**src/rtl/gestor_baterias_if.sv**
```systemverilog
// Sensor/load-side bundle of the battery sequencer.
// num_cambios exists only when CONTADOR_CAMBIOS_EN is defined.
interface gestor_baterias_if;
    logic [3:0] carga_bateria1;
    logic [3:0] carga_bateria2;
    logic       sel_bateria1;
    logic       sel_bateria2;
    logic       optimo;
    logic       aceptable;
    logic       regular;
    logic       critico;
    logic       alarma;
`ifdef CONTADOR_CAMBIOS_EN
    logic [7:0] num_cambios;
`endif

    modport master (
`ifdef CONTADOR_CAMBIOS_EN
        input  num_cambios,
`endif
        output carga_bateria1,
        output carga_bateria2,
        input  sel_bateria1,
        input  sel_bateria2,
        input  optimo,
        input  aceptable,
        input  regular,
        input  critico,
        input  alarma
    );

    modport slave (
`ifdef CONTADOR_CAMBIOS_EN
        output num_cambios,
`endif
        input  carga_bateria1,
        input  carga_bateria2,
        output sel_bateria1,
        output sel_bateria2,
        output optimo,
        output aceptable,
        output regular,
        output critico,
        output alarma
    );
endinterface

```
**src/rtl/gestor_baterias.sv**
```systemverilog
// Two-battery sequencer: debounced charge level plus source FSM with dead time.
// Optional CONTADOR_CAMBIOS_EN adds a saturating source-change counter.
module gestor_baterias #(
    parameter int unsigned HOLD_CYCLES = 4,
    parameter int unsigned DEAD_CYCLES = 2,
    parameter int unsigned HISTERESIS  = 2,
    parameter int unsigned CARGA_MIN   = 1
) (
    input  logic             clk,
    input  logic             rst,
    gestor_baterias_if.slave bus
);
    localparam logic [3:0] HOLD  = 4'(HOLD_CYCLES);
    localparam logic [3:0] DEAD  = 4'(DEAD_CYCLES);
    localparam logic [5:0] HIST6 = 6'(HISTERESIS);
    localparam logic [5:0] MIN6  = 6'(CARGA_MIN);

    // One-hot level: {optimo, aceptable, regular, critico}
    localparam logic [3:0] N_OPT = 4'b1000;
    localparam logic [3:0] N_ACE = 4'b0100;
    localparam logic [3:0] N_REG = 4'b0010;
    localparam logic [3:0] N_CRT = 4'b0001;

    typedef enum logic [2:0] {
        APAGADO,
        CAMBIO_A_B1,
        CAMBIO_A_B2,
        USA_B1,
        USA_B2
    } estado_t;

    estado_t    est_q, est_d;
    logic [3:0] dead_q, dead_d;
    logic [3:0] nivel_q, nivel_d;
    logic [3:0] previo_q;
    logic [3:0] cnt_q, cnt_d;
    logic       alarma_q, alarma_d;
    logic [3:0] cand;
    logic [4:0] total;
    logic [5:0] b1, b2, bmax;
    logic       agot;

    assign b1    = {2'b00, bus.carga_bateria1};
    assign b2    = {2'b00, bus.carga_bateria2};
    assign total = {1'b0, bus.carga_bateria1} + {1'b0, bus.carga_bateria2};
    assign bmax  = (b1 >= b2) ? b1 : b2;
    assign agot  = (b1 < MIN6) && (b2 < MIN6);

    always_comb begin
        cand = N_CRT;
        if (total >= 5'd22)      cand = N_OPT;
        else if (total >= 5'd15) cand = N_ACE;
        else if (total >= 5'd7)  cand = N_REG;
    end

    // Count restarts whenever the candidate differs from last cycle's
    always_comb begin
        nivel_d = nivel_q;
        cnt_d   = cnt_q + 4'd1;
        if (cand == nivel_q || cand != previo_q)
            cnt_d = (cand != nivel_q) ? 4'd1 : 4'd0;
        if (cnt_d == HOLD) begin
            nivel_d = cand;
            cnt_d   = 4'd0;
        end
    end

    always_comb begin
        est_d  = est_q;
        dead_d = dead_q;
        unique case (est_q)
            APAGADO: begin
                if (bmax >= MIN6 + HIST6) begin
                    est_d  = (b1 >= b2) ? CAMBIO_A_B1 : CAMBIO_A_B2;
                    dead_d = 4'd1;
                end
            end
            USA_B1: begin
                if (agot) begin
                    est_d = APAGADO;
                end else if (b2 >= b1 + HIST6) begin
                    est_d  = CAMBIO_A_B2;
                    dead_d = 4'd1;
                end
            end
            USA_B2: begin
                if (agot) begin
                    est_d = APAGADO;
                end else if (b1 >= b2 + HIST6) begin
                    est_d  = CAMBIO_A_B1;
                    dead_d = 4'd1;
                end
            end
            CAMBIO_A_B1, CAMBIO_A_B2: begin
                if (dead_q == DEAD) begin
                    if (agot)
                        est_d = APAGADO;
                    else if (est_q == CAMBIO_A_B1)
                        est_d = USA_B1;
                    else
                        est_d = USA_B2;
                end else begin
                    dead_d = dead_q + 4'd1;
                end
            end
            default: est_d = APAGADO;
        endcase
    end

    assign alarma_d = (nivel_d == N_CRT) && (est_d == APAGADO);

    always_ff @(posedge clk) begin
        if (rst) begin
            est_q    <= APAGADO;
            dead_q   <= 4'd0;
            nivel_q  <= N_CRT;
            previo_q <= N_CRT;
            cnt_q    <= 4'd0;
            alarma_q <= 1'b1;
        end else begin
            est_q    <= est_d;
            dead_q   <= dead_d;
            nivel_q  <= nivel_d;
            previo_q <= cand;
            cnt_q    <= cnt_d;
            alarma_q <= alarma_d;
        end
    end

`ifdef CONTADOR_CAMBIOS_EN
    logic [7:0] ncamb_q;
    logic       entra;

    assign entra = (est_d == CAMBIO_A_B1 || est_d == CAMBIO_A_B2)
                && !(est_q == CAMBIO_A_B1 || est_q == CAMBIO_A_B2);

    always_ff @(posedge clk) begin
        if (rst)
            ncamb_q <= 8'd0;
        else if (entra && ncamb_q != 8'hFF)
            ncamb_q <= ncamb_q + 8'd1;
    end

    assign bus.num_cambios = ncamb_q;
`endif

    assign bus.sel_bateria1 = (est_q == USA_B1);
    assign bus.sel_bateria2 = (est_q == USA_B2);
    assign bus.optimo       = nivel_q[3];
    assign bus.aceptable    = nivel_q[2];
    assign bus.regular      = nivel_q[1];
    assign bus.critico      = nivel_q[0];
    assign bus.alarma       = alarma_q;
endmodule
```
**src/flat_wrapper.sv**
```systemverilog
// flat-port wrapper written by rule: the top's interface ports become plain ports
module gestor_baterias_flat 
#(
    parameter int unsigned HOLD_CYCLES = 4,
    parameter int unsigned DEAD_CYCLES = 2,
    parameter int unsigned HISTERESIS  = 2,
    parameter int unsigned CARGA_MIN   = 1
)
  (clk, rst, bus_carga_bateria1, bus_carga_bateria2, bus_sel_bateria1, bus_sel_bateria2, bus_optimo, bus_aceptable, bus_regular, bus_critico, bus_alarma);
  gestor_baterias_if bus_i ();
  input  logic clk;
  input  logic rst;
  input wire logic [$bits(bus_i.carga_bateria1)-1:0] bus_carga_bateria1;
  input wire logic [$bits(bus_i.carga_bateria2)-1:0] bus_carga_bateria2;
  output wire logic [$bits(bus_i.sel_bateria1)-1:0] bus_sel_bateria1;
  output wire logic [$bits(bus_i.sel_bateria2)-1:0] bus_sel_bateria2;
  output wire logic [$bits(bus_i.optimo)-1:0] bus_optimo;
  output wire logic [$bits(bus_i.aceptable)-1:0] bus_aceptable;
  output wire logic [$bits(bus_i.regular)-1:0] bus_regular;
  output wire logic [$bits(bus_i.critico)-1:0] bus_critico;
  output wire logic [$bits(bus_i.alarma)-1:0] bus_alarma;
  assign bus_i.carga_bateria1 = bus_carga_bateria1;
  assign bus_i.carga_bateria2 = bus_carga_bateria2;
  assign bus_sel_bateria1 = bus_i.sel_bateria1;
  assign bus_sel_bateria2 = bus_i.sel_bateria2;
  assign bus_optimo = bus_i.optimo;
  assign bus_aceptable = bus_i.aceptable;
  assign bus_regular = bus_i.regular;
  assign bus_critico = bus_i.critico;
  assign bus_alarma = bus_i.alarma;
  gestor_baterias #(.HOLD_CYCLES(HOLD_CYCLES), .DEAD_CYCLES(DEAD_CYCLES), .HISTERESIS(HISTERESIS), .CARGA_MIN(CARGA_MIN)) u_core (.clk(clk), .rst(rst), .bus(bus_i));
endmodule
```
**config.mk**
```make
export PLATFORM = sky130hd
export DESIGN_NAME = gestor_baterias_flat
export DESIGN_NICKNAME = d
export VERILOG_FILES = /design/src/rtl/gestor_baterias_if.sv /design/src/rtl/gestor_baterias.sv /design/src/flat_wrapper.sv
export SDC_FILE = /design/constraint.sdc
export NUM_CORES = 1
export LEC_CHECK = 0
export CAP_MARGIN = 20
export CORE_ASPECT_RATIO = 1.2
export CORE_MARGIN = 1.5
export CORE_UTILIZATION = 31
export CTS_CLUSTER_DIAMETER = 120
export CTS_CLUSTER_SIZE = 10
export DETAILED_ROUTE_END_ITERATION = 8
export PLACE_DENSITY_LB_ADDON = 0.3
export SLEW_MARGIN = 20
export SYNTH_ARGS = -nofsm -noshare
export SYNTH_HDL_FRONTEND = slang
export SYNTH_SLANG_ARGS = --single-unit
```
**constraint.sdc**
```tcl
create_clock -name clk -period 6.4 [get_ports clk]
set_input_delay 1.6 -clock clk [delete_from_list [all_inputs] [get_ports clk]]
set_output_delay 1.6 -clock clk [all_outputs]
set_load 0.005 [all_outputs]
```
* Word level (Yosys, flattened, before mapping) *
Cells that the tools add are included.

cells by class
  magnitude comparators = 9
  $add $sub $neg = 5
  equality and inequality tests = 16
  muxes and demuxes = 24
  reduce and logical (&&, ||, !) cells = 9

operators by type and width
  kind                                                                number
  2-to-1 mux 4 bit                                                    11
  2-to-1 mux 3 bit                                                    8
  one-hot mux 4 bit (4 select lines)                                  1
  greater-or-equal comparator 4 x 6 -> 1 bit                          2
  one-hot mux 3 bit (4 select lines)                                  1
  adder 4 x 2 -> 5 bit (second input constant)                        2
  adder 4 x 1 -> 4 bit (second input constant)                        2
  less-than comparator 4 x 1 -> 1 bit (second input constant)         2
  inequality test 4 bit                                               2
  AND reduction 7 bit                                                 1
  equality test 3 x 2 -> 1 bit (second input constant)                2
  greater-or-equal comparator 6 x 2 -> 1 bit (second input constant)  1
  zero test 3 bit                                                     2
  inequality test 2 x 1 -> 1 bit (second input constant)              3
  inequality test 2 bit (second input constant)                       3
  adder 4 x 4 -> 5 bit                                                1
  greater-or-equal comparator 5 x 3 -> 1 bit (second input constant)  1
  greater-or-equal comparator 5 x 4 -> 1 bit (second input constant)  1
  greater-or-equal comparator 5 bit (second input constant)           1
  equality test 4 x 1 -> 1 bit (second input constant)                1
  equality test 4 x 2 -> 1 bit (second input constant)                1
  equality test 4 x 3 -> 1 bit (second input constant)                1
  equality test 4 bit                                                 1
  greater-or-equal comparator 4 bit                                   1
  other kinds (8)                                                     11

word-level totals
  bits in registers = 20
  output and inout port bits = 7
  input port bits = 10
  word-level logic and storage cells = 69

* Depth between registers and ports, before layout *
Gate-level depths: netlist (run 1).

  depth after elaboration = 12
  depth in mapped cells = 12
  depth with buffers taken out = 11

* Least setup slack after synthesis (run 1) *
Ideal clock, no wire load.

  path type = in2reg
  from = input port bus_carga_bateria2[0]
  to = register u_core.alarma_q, in the netlist u_core.bus.alarma
  buffers on the path = 0
  slack = 2.339 ns
  library setup time = 0.120 ns
  cell stages on the path = 11
  data arrival time = 3.942 ns
  data required time = 6.280 ns
  path through = ha_1 fa_1 xnor2_1 and3b_4 or3_1 a211oi_1 a31oi_1 a21o_1 nor3_4 mux2i_1 o21ai_1

between the ends
  word-level cells in the longest chain between the ends = 12
  elaborated cells between the ends (all ways) = 35
  classes of those cells = 2 x add/sub; 8 x order compare; 5 x eq/ne; 16 x mux; 4 x reduce/logical

ends and longest elaborated chain
  what                                                         line                                          RTL
  from (decl)                                                  flat_wrapper.sv:14                            input wire logic [$bits(bus_i.carga_bateria2)-1:0] bus_carga_bateria2;
  adder 4 x 4 -> 5 bit                                         gestor_baterias.sv:45                         assign total = {1'b0, bus.carga_bateria1} + {1'b0, bus.carga_bateria2};
  greater-or-equal comparator 5 x 3 -> 1 bit                   gestor_baterias.sv:53                         else if (total >= 5'd7) cand = N_REG;
  2-to-1 mux 2 bit                                             gestor_baterias.sv:53
  2-to-1 mux 4 bit                                             gestor_baterias.sv:52                         else if (total >= 5'd15) cand = N_ACE;
  2-to-1 mux 4 bit                                             gestor_baterias.sv:51                         if (total >= 5'd22) cand = N_OPT;
  inequality test 4 bit (tied with other cells)                gestor_baterias.sv:61                         cnt_d = (cand != nivel_q) ? 4'd1 : 4'd0;
  2-to-1 mux 1 bit / logical OR 1 bit (equally long branches)  gestor_baterias.sv:61, gestor_baterias.sv:60
  2-to-1 mux 4 bit                                             gestor_baterias.sv:60                         if (cand == nivel_q || cand != previo_q)
  equality test 4 x 3 -> 1 bit                                 gestor_baterias.sv:62                         if (cnt_d == HOLD) begin
  2-to-1 mux 4 bit                                             gestor_baterias.sv:62
  equality test 4 x 1 -> 1 bit                                 gestor_baterias.sv:110                        assign alarma_d = (nivel_d == N_CRT) && (est_d == APAGADO);
  logical AND 1 bit *                                          gestor_baterias.sv:110
  to (signal assigned)                                         gestor_baterias.sv:126                        alarma_q <= alarma_d;
  to (decl)                                                    gestor_baterias.sv:37                         logic alarma_q, alarma_d;

Every way passes the cells marked *; elsewhere a longest branch is shown, timed or not.
A chain may end at the register's enable or synchronous reset.

* Final worst setup path (run 1) *
Ends and elaborated chain as after synthesis.

==> results of run 1 <==
[flip-flops by register name, indices dropped and copies added (netlist names)]
signal             count
u_core.est_q           3
u_core.previo_q        4
u_core.dead_q          4
u_core.cnt_q           4
u_core.bus.alarma      1
u_core.nivel_q         4
[per-layer routing]
metal / global-route usage [%] / vias up / wire length, µm
met2: 24.3 / 21 / 1900
met4: 2.40 / 0 / 15
met3: 2.04 / 2 / 93
li1: - / 802 / -
met5: 0 / - / 0
met1: 17.2 / 730 / 1790
[power by group]
group          switching (µW)  leakage [µW]  total [µW]  internal [µW]
logic                    81.5      0.000617         148           66.3
registers                12.4      0.000164         147            135
clock network            36.6     0.0000216        78.4           41.8
total                     130      0.000802         373            243
[final cells by class]
type                       instances  area (µm²)  share of cell area (%)
timing repair buffer              16         160                    8.09
tap                               62        77.6                    3.92
clock buffer                       3        41.3                    2.08
sequential                        20         400                    20.2
inverter                          16        60.1                    3.03
multi-input combinational        173        1240                    62.7
[cells in the final DEF, fill, tap and decap left out, drive strengths merged, types with 3 or more instances in the layout]
master,n
a22oi,3
o22ai,3
nand2b,4
clkdlybuf4s50,16
ha,18
nor3,7
nor2b,6
xnor2,5
nand3,8
inv,16
clkbuf,3
xor2,4
o32a,3
mux2i,6
and2,3
a21o,3
a21oi,8
nor4,3
nand2,10
nand3b,4
nor3b,3
a211oi,4
o21ai,8
a31oi,3
dfxtp,20
nor2,29
[worst reg2reg max path, delay by kind of cell (launching register included)]
family	cells	cell delay (ps)
fa+ha+maj	1	190
simple gates	3	620
flops	1	370
buf+inv	1	70
compound gates	4	770
[path summary, 6_finish.rpt]
path	slack, ps	end	from
setup reg to reg	4270	u_core.dead_q[2]	u_core.dead_q[0]
hold / removal	490	u_core.dead_q[3]	u_core.dead_q[3]
setup / recovery	1780	u_core.bus.alarma	bus_carga_bateria2[0]
hold reg to reg	490	u_core.dead_q[3]	u_core.dead_q[3]
[through the flow]
step	util [%]	cell area, µm²	hold slack [ps]
finish	37.1	1980	493
global route	37.1	1980	511
detailed placement	36.4	1940	484
CTS	37.1	1980	496
floorplan	-	1720	444
global placement	36.4	1940	469
[cell families (layout without fill, tap and decap cells)]
family | count (synthesis) | count (layout) | synth area share [%]
mux | 7 | 7 | 4.14
fa+ha+maj | 19 | 19 | 14.2
compound gates | 50 | 50 | 21.1
buf+inv | 21 | 35 | 4.79
xor+xnor | 9 | 9 | 4.57
simple gates | 88 | 88 | 27.9
flops | 20 | 20 | 23.2
==> results.py, run 1 <==
metrics = {
    "status": {
        "status": "finished, final reports clean",
    },
    "clock_tree": {
        "cts_tree": "built",
        "cts-root-buf": "clkbuf_8",
        "insertion_delay_ps": 250,
        "cts_sinks": 20,
        "clk_pin_slew_ps": 70,
        "postCtsHoldBufs": 0,
        "clk_path_buf_depth": 2,
        "cts_setup_buffers": 0,
        "ctsResizeCount": 0,
        "htree_levels": 1,
        "numCtsBuffers": 3,
    },
    "min_path": {
        "holdCritPathClass": "flip-flop to flip-flop",
        "holdPathStages": 1,
    },
    "sta": {
        "setup_tns_ps": 0,
        "maxSlewViolCount": 0,
        "worst_clock_skew_ps": 2.02,
        "timing.final.crit_share_pct": 72.2,
        "min_period_ps": 4620,
        "setup_viol": 0,
        "tightest_slew_ps": 640,
        "max-slew-margin-rel_pct": 57.2,
        "fmax_ghz": 0.216,
        "rsz0062_at_grt": "false",
        "final_hold_viol_count": 0,
        "setup_ws_ps": 1780,
    },
    "worst_setup_path": {
        "crit_path_end_kind": "flip-flop",
        "cpLargestDelayFamily": "simple AND/OR/NAND/NOR gates",
        "crit_fanout": 5,
        "cp.depth": 12,
        "max_stage_delay_ps": 490,
        "rr_worst_depth": 9,
        "cp_num_buf_inv": 1,
        "cp.arrival_ps": 4760,
        "crit_required_ps": 6540,
        "worstSetupPathType": "primary input to flip-flop",
        "startpoint_type": "primary input",
        "critPathSlowestCell": "clkdlybuf4s50_1",
        "crit_chain": "clkdlybuf4s50_1 > ha_1 > fa_1 > xnor2_1 > and3b_4 > nor4_2 > a32o_1 > a31oi_1 > a211oi_2 > nor3_4 > mux2i_1 > o21ai_1",
    },
    "global_routing": {
        "grt_pass1_wl_mm": 6.84,
        "grt.overflow.total": 0,
        "grt_max_degree": 16,
        "grt_pass1_vias": 1518,
        "antenna_found_initial": 0,
        "track_usage_pct": 13.5,
    },
    "drt": {
        "wl_per_cell_um": 13.1,
        "first_iter_violations": 53,
        "dr_total_vias": 1555,
        "drt-total-wl_mm": 3.80,
        "vias_per_cell": 5.36,
        "drcViolationCount": 0,
        "dr.pass1.iters": 4,
        "ant_nets": 0,
    },
    "logic_synthesis": {
        "yosysUniqueCellTypes": 54,
        "netlist_top_cells_area": "dfxtp_1 23%, ha_1 13%, nor2_1 6.3%",
        "synth_seq_cells": 20,
        "synth_ff_type": "dfxtp_1",
        "async_flop_share_pct": 0,
        "yosys_warnings": 0,
        "ys_top_cells_by_count": "29 x nor2_1, 20 x dfxtp_1, 18 x ha_1, 16 x inv_1, 10 x nand2_1",
        "yosysMostFrequentCell": "nor2_1",
        "synth_area_per_cell_um2": 8.06,
        "synth_top_area_cell": "dfxtp_1",
        "synth_area_mm2": 0.00172,
        "synth-edff-count": 0,
        "yosysSeqAreaShare_pct": 23.2,
        "synth_fp_nets": 243,
        "netlist_instances": 214,
        "synth_top_area_share_pct": 23.2,
    },
    "power_and_ir_drop": {
        "vdd_drop_max_v": 0.000103,
        "power_density_mw_per_mm2": 189,
        "leakagePower_uw": 0.000802,
        "total_power_uw": 373,
    },
    "final_layout": {
        "drive_above_1_share_pct": 5.70,
        "final_cells": 290,
        "insertedDiodeCount": 0,
        "area_growth_pct": 14.9,
        "nNetsFinal": 259,
        "nFillCells": 562,
    },
    "floorplanning": {
        "die_h_um": 84.7,
        "io_pins": 17,
        "die_area_mm2": 0.00602,
        "start_util_pct": 32.3,
        "die_w_um": 71.1,
        "core_area_mm2": 0.00533,
        "num_rows": 29,
    },
    "placement": {
        "place_ws_ps": 1520,
        "post-dp-hpwl_mm": 2.99,
        "place_inst": 287,
        "portBuffers": 16,
        "gp_congestion": 0.794,
    },
    "run": {
        "maxCapViolations": 0,
    },
}
No activity file was read; power rests on OpenSTA's default activity.
==> inputs of run 2 (changes only) <==
==> constraint.sdc (replaced) <==
create_clock -name clk -period 4.45 [get_ports clk]
set_input_delay 1.1125 -clock clk [delete_from_list [all_inputs] [get_ports clk]]
set_output_delay 1.1125 -clock clk [all_outputs]
set_load 0.005 [all_outputs]
==> run 2 against run 1 <==
Effect of this change:
- first-iteration DRC count increased by 38%
- worst hold slack worse by 2.5 ps
- cell count up 2.1%
- sequential power up 44%
- highest routed layer unchanged
==> results.py, run 2 (synthesis results as in run 1) <==
metrics = {
    "status": {
        "status": "finished, final reports clean",
    },
    "worst_setup_path": {
        "crit_start": "bus_carga_bateria2[1]",
        "startpoint_type": "primary input",
        "cp_num_buf_inv": 2,
        "cp.arrival_ps": 4200,
        "crit_fanout": 6,
        "crit_chain": "clkdlybuf4s50_1 > inv_1 > ha_1 > nor3b_1 > nor4_2 > nor3_1 > xnor2_1 > a22oi_1 > a21o_1 > nor3_4 > mux2i_1 > o21ai_1",
        "cp.depth": 12,
        "crit_path_end_kind": "flip-flop",
        "crit_required_ps": 4590,
        "max_stage_delay_ps": 640,
        "worstReg2RegEnd": "u_core.dead_q[2]",
        "reg2reg_setup_slack_ps": 2290,
        "endpoint": "u_core.bus.alarma",
        "cpLargestDelayFamily": "simple AND/OR/NAND/NOR gates",
        "worstSetupPathType": "primary input to flip-flop",
        "r2r-start": "u_core.dead_q[0]",
        "rr_worst_depth": 9,
        "critPathSlowestCell": "clkdlybuf4s50_1",
    },
    "floorplanning": {
        "die_h_um": 84.7,
        "core_area_mm2": 0.00533,
        "io_pins": 17,
        "die_area_mm2": 0.00602,
        "die_w_um": 71.1,
        "num_rows": 29,
        "start_util_pct": 32.3,
    },
    "clock_tree": {
        "insertion_delay_ps": 250,
        "cts_tree": "built",
        "cts-root-buf": "clkbuf_8",
        "postCtsHoldBufs": 0,
        "htree_levels": 1,
        "cts_sinks": 20,
        "numCtsBuffers": 3,
        "clk_pin_slew_ps": 70,
        "ctsResizeCount": 0,
        "clk_path_buf_depth": 2,
        "cts_setup_buffers": 0,
    },
    "sta": {
        "setup_tns_ps": 0,
        "final_hold_viol_count": 0,
        "rsz0062_at_grt": "false",
        "maxSlewViolCount": 0,
        "max-slew-margin-rel_pct": 55.9,
        "setup_viol": 0,
        "worst_hold_slack_ps": 490,
        "timing.final.crit_share_pct": 91.2,
        "fmax_ghz": 0.246,
        "worst_clock_skew_ps": 1.77,
        "tightest_slew_ps": 660,
        "min_period_ps": 4060,
    },
    "placement": {
        "place_inst": 293,
        "gp_congestion": 0.787,
        "post-dp-hpwl_mm": 3.05,
        "portBuffers": 16,
        "post_dp_cell_area_mm2": 0.00198,
    },
    "power_and_ir_drop": {
        "p_seq_share_pct": 38.8,
        "power_density_mw_per_mm2": 268,
        "p_sw_uw": 189,
        "p_sw_share_pct": 34.8,
        "comb_power_share_pct": 40.1,
        "leakagePower_uw": 0.000831,
        "power_frac_clock_pct": 21.0,
        "vdd_drop_max_v": 0.000152,
        "internal-power_uw": 354,
    },
    "final_layout": {
        "insertedDiodeCount": 0,
        "fin_area_mm2": 0.00203,
        "mostFrequentLayoutCell": "nor2_1",
        "final_cells": 296,
        "area_growth_pct": 17.5,
        "final_cell_mix": "29 x nor2_1, 20 x dfxtp_1, 18 x ha_1",
        "drive_above_1_share_pct": 8.12,
        "nNetsFinal": 265,
    },
    "drt": {
        "drcViolationCount": 0,
        "wl_per_cell_um": 12.6,
        "dr.pass1.iters": 4,
        "ant_nets": 0,
        "vias_per_cell": 5.27,
        "first_iter_violations": 73,
        "drt-total-wl_mm": 3.72,
        "dr_total_vias": 1561,
    },
    "global_routing": {
        "grt.overflow.total": 0,
        "antenna_found_initial": 0,
        "grt_pass1_wl_mm": 6.84,
        "track_usage_pct": 13.6,
        "grt_max_degree": 16,
        "grt_pass1_vias": 1555,
    },
    "min_path": {
        "holdCritPathClass": "flip-flop to flip-flop",
    },
    "run": {
        "maxCapViolations": 0,
    },
}
[run 2: cell type report]
| class | count | area [µm²] |
|---|---|---|
| multi-input cells | 173 | 1240 |
| fillers | 569 | 3310 |
| repair buffers | 22 | 205 |
| clock buffers | 3 | 41.3 |
| well taps | 62 | 77.6 |
| inverters | 16 | 60.1 |
| flip-flops and latches | 20 | 400 |
[run 2: how the worst min path moves through the flow]
stage               slack, ps                to  depth (start not counted)        startpoint
finish                    490  u_core.dead_q[3]                          1  u_core.dead_q[3]
floorplan                 440  u_core.dead_q[3]                          1  u_core.dead_q[3]
global placement          470  u_core.dead_q[3]                          1  u_core.dead_q[3]
detailed placement        480  u_core.dead_q[3]                          1  u_core.dead_q[3]
CTS                       490  u_core.dead_q[3]                          1  u_core.dead_q[3]
global route              520  u_core.dead_q[3]                          1  u_core.dead_q[3]
[run 2: metrics by stage]
| step | utilization [%] | setup WS [ps] | total power [µW] |
|---|---|---|---|
| after floorplan | - | 876 | 374 |
| after global placement | 37.2 | 117 | 432 |
| after detailed placement | 37.2 | 127 | 434 |
| after CTS | 38.0 | 390 | 550 |
| after global routing | 38.0 | 161 | 589 |
| final | 38.0 | 390 | 544 |
[run 2: routing by layer]
layer  part of all wire, %  wire, µm  global-route usage, %
met2                    51      1900                   24.6
met4                  0.64        24                   3.09
met1                    47      1750                   16.6
met5                     0         0                      0
met3                   1.3        48                   2.28
[run 2: power by group through the flow]
stage,clock (µW),combinational [µW],sequential [µW]
after floorplan,0,167,206
after global placement,0,217,215
after detailed placement,0,219,215
after CTS,119,220,211
after global routing,127,248,215
final,114,218,211
[run 2: worst reg2reg max path: cells and delay by family, from the launching register on]
kind | cells | cell delay, ps
fa+ha+maj | 1 | 190
flops | 1 | 380
buf+inv | 1 | 70
simple gates | 3 | 640
compound gates | 4 | 780
==> inputs of run 3 (changes only) <==
==> constraint.sdc (replaced) <==
create_clock -name clk -period 5.15 [get_ports clk]
set_input_delay 1.2875 -clock clk [delete_from_list [all_inputs] [get_ports clk]]
set_output_delay 1.2875 -clock clk [all_outputs]
set_load 0.005 [all_outputs]
==> run 3 against run 2 <==
Effect of this change:
- cell area decreased by 1.5%
- global-route usage decreased by 0.60 points
- routed wire length increased by 1.0%
- non-clock buffer count decreased by 6
- combinational power decreased by 16%
- critical path depth unchanged
- worst setup slack improved by 500 ps
- worst hold slack improved by 3.9 ps
- clock-buffer cell count increased by 1
- clock skew increased by 1.7 ps
- largest cell class unchanged
==> results.py, run 3 (synthesis results as in run 1) <==
metrics = {
    "status": {
        "status": "finished, final reports clean",
    },
    "floorplanning": {
        "die_w_um": 71.1,
        "die_area_mm2": 0.00602,
        "num_rows": 29,
        "start_util_pct": 32.3,
        "die_h_um": 84.7,
        "core_area_mm2": 0.00533,
        "io_pins": 17,
    },
    "drt": {
        "dr_total_vias": 1522,
        "drt-total-wl_mm": 3.76,
        "wl_met3_um": 66,
        "topRoutingLayerUsed": "met4",
        "vias_per_cell": 5.23,
        "wl_per_cell_um": 12.9,
        "m1WireLength_mm": 1.79,
        "dr.pass1.iters": 4,
        "first_iter_violations": 70,
        "ant_nets": 0,
        "wl_met2_mm": 1.86,
        "drcViolationCount": 0,
    },
    "worst_setup_path": {
        "reg2reg_setup_slack_ps": 3010,
        "worstSetupPathType": "primary input to flip-flop",
        "max_stage_delay_ps": 490,
        "cp.arrival_ps": 4400,
        "critPathSlowestCell": "clkdlybuf4s50_1",
        "crit_required_ps": 5290,
        "crit_fanout": 5,
        "startpoint_type": "primary input",
        "crit_chain": "clkdlybuf4s50_1 > ha_1 > fa_1 > xnor2_1 > and3b_4 > nor4_2 > a32o_1 > a31oi_1 > a211oi_2 > nor3_4 > mux2i_1 > o21ai_1",
        "crit_path_end_kind": "flip-flop",
    },
    "global_routing": {
        "grt.overflow.total": 0,
        "track_usage_pct": 13.0,
        "antenna_found_initial": 0,
        "grt_pass1_wl_mm": 6.53,
        "grt_pass1_vias": 1505,
        "grt_max_degree": 16,
    },
    "final_layout": {
        "insertedDiodeCount": 0,
        "final_cell_mix": "29 x nor2_1, 20 x dfxtp_1, 18 x ha_1",
        "final_cells": 291,
        "nFillCells": 554,
        "mostFrequentLayoutCell": "nor2_1",
        "area_growth_pct": 15.7,
        "nNetsFinal": 259,
        "drive_above_1_share_pct": 6.11,
    },
    "clock_tree": {
        "ctsResizeCount": 0,
        "cts_tree": "built",
        "postCtsHoldBufs": 0,
        "cts_setup_buffers": 0,
        "cts_sinks": 20,
        "clk_path_buf_depth": 2,
        "numCtsBuffers": 3,
        "cts-root-buf": "clkbuf_8",
        "clk_pin_slew_ps": 70,
        "htree_levels": 1,
        "insertion_delay_ps": 250,
    },
    "sta": {
        "timing.final.crit_share_pct": 82.7,
        "setup_viol": 0,
        "setup_ws_ps": 891,
        "max-slew-margin-rel_pct": 57.1,
        "worst_clock_skew_ps": 3.46,
        "min_period_ps": 4260,
        "fmax_ghz": 0.235,
        "setup_tns_ps": 0,
        "final_hold_viol_count": 0,
        "maxSlewViolCount": 0,
        "tightest_slew_ps": 643,
        "rsz0062_at_grt": "false",
    },
    "placement": {
        "post-dp-hpwl_mm": 2.97,
        "place_ws_ps": 618,
        "place_inst": 287,
        "gp_congestion": 0.792,
        "portBuffers": 16,
    },
    "power_and_ir_drop": {
        "vdd_drop_max_v": 0.000113,
        "p_sw_share_pct": 34.2,
        "power_frac_clock_pct": 24.4,
        "p_seq_share_pct": 37.7,
        "p_sw_uw": 165,
        "internal-power_uw": 318,
        "comb_power_share_pct": 37.8,
        "leakagePower_uw": 0.000809,
        "power_density_mw_per_mm2": 242,
    },
    "min_path": {
        "holdCritPathClass": "flip-flop to flip-flop",
    },
    "run": {
        "maxCapViolations": 0,
    },
}
[run 3: final cells by class]
class	instances	area (µm²)	share of cell area [%]
clock buffer	4	55.1	2.76
sequential	20	400	20.1
timing repair buffer	16	160	8.03
inverter	16	60.1	3.01
tap	62	77.6	3.89
multi-input combinational	173	1240	62.2
[run 3: final timing paths]
kind                            cells after the start                end                  start
worst min register to register                      1   u_core.dead_q[3]       u_core.dead_q[3]
worst min-delay path                                1   u_core.dead_q[3]       u_core.dead_q[3]
worst max-delay path                               12  u_core.bus.alarma  bus_carga_bateria2[0]
worst max register to register                      9   u_core.dead_q[2]       u_core.dead_q[0]
[run 3: critical path, delay by kind of cell]
kind | cells | cell delay [ps]
compound gates | 4 | 640
xor+xnor | 1 | 340
fa+ha+maj | 2 | 680
buf+inv | 1 | 490
mux | 1 | 230
simple gates | 3 | 730
[run 3: stage by stage]
| step | total power [µW] | hold slack, ps | instance area, µm² | util (%) |
|---|---|---|---|---|
| after floorplan | 323 | 444 | 1720 | - |
| after global placement | 368 | 470 | 1940 | 36.4 |
| after detailed placement | 370 | 483 | 1940 | 36.4 |
| after CTS | 491 | 494 | 1990 | 37.4 |
| after global routing | 520 | 522 | 1990 | 37.4 |
| final | 483 | 494 | 1990 | 37.4 |
[run 3: layer usage]
metal,global-route usage [%],vias to the layer above
met5,0,-
met3,2.28,4
met1,16.1,699
met2,23.5,21
li1,-,798
met4,2.23,0
[run 3: power by group through the flow]
stage	registers, µW	logic [µW]	clock network [µW]
2_1_floorplan	178	145	0
3_3_place_gp	186	182	0
3_5_place_dp	186	183	0
4_1_cts	182	184	124
5_1_grt	185	205	130
6_report	182	183	118
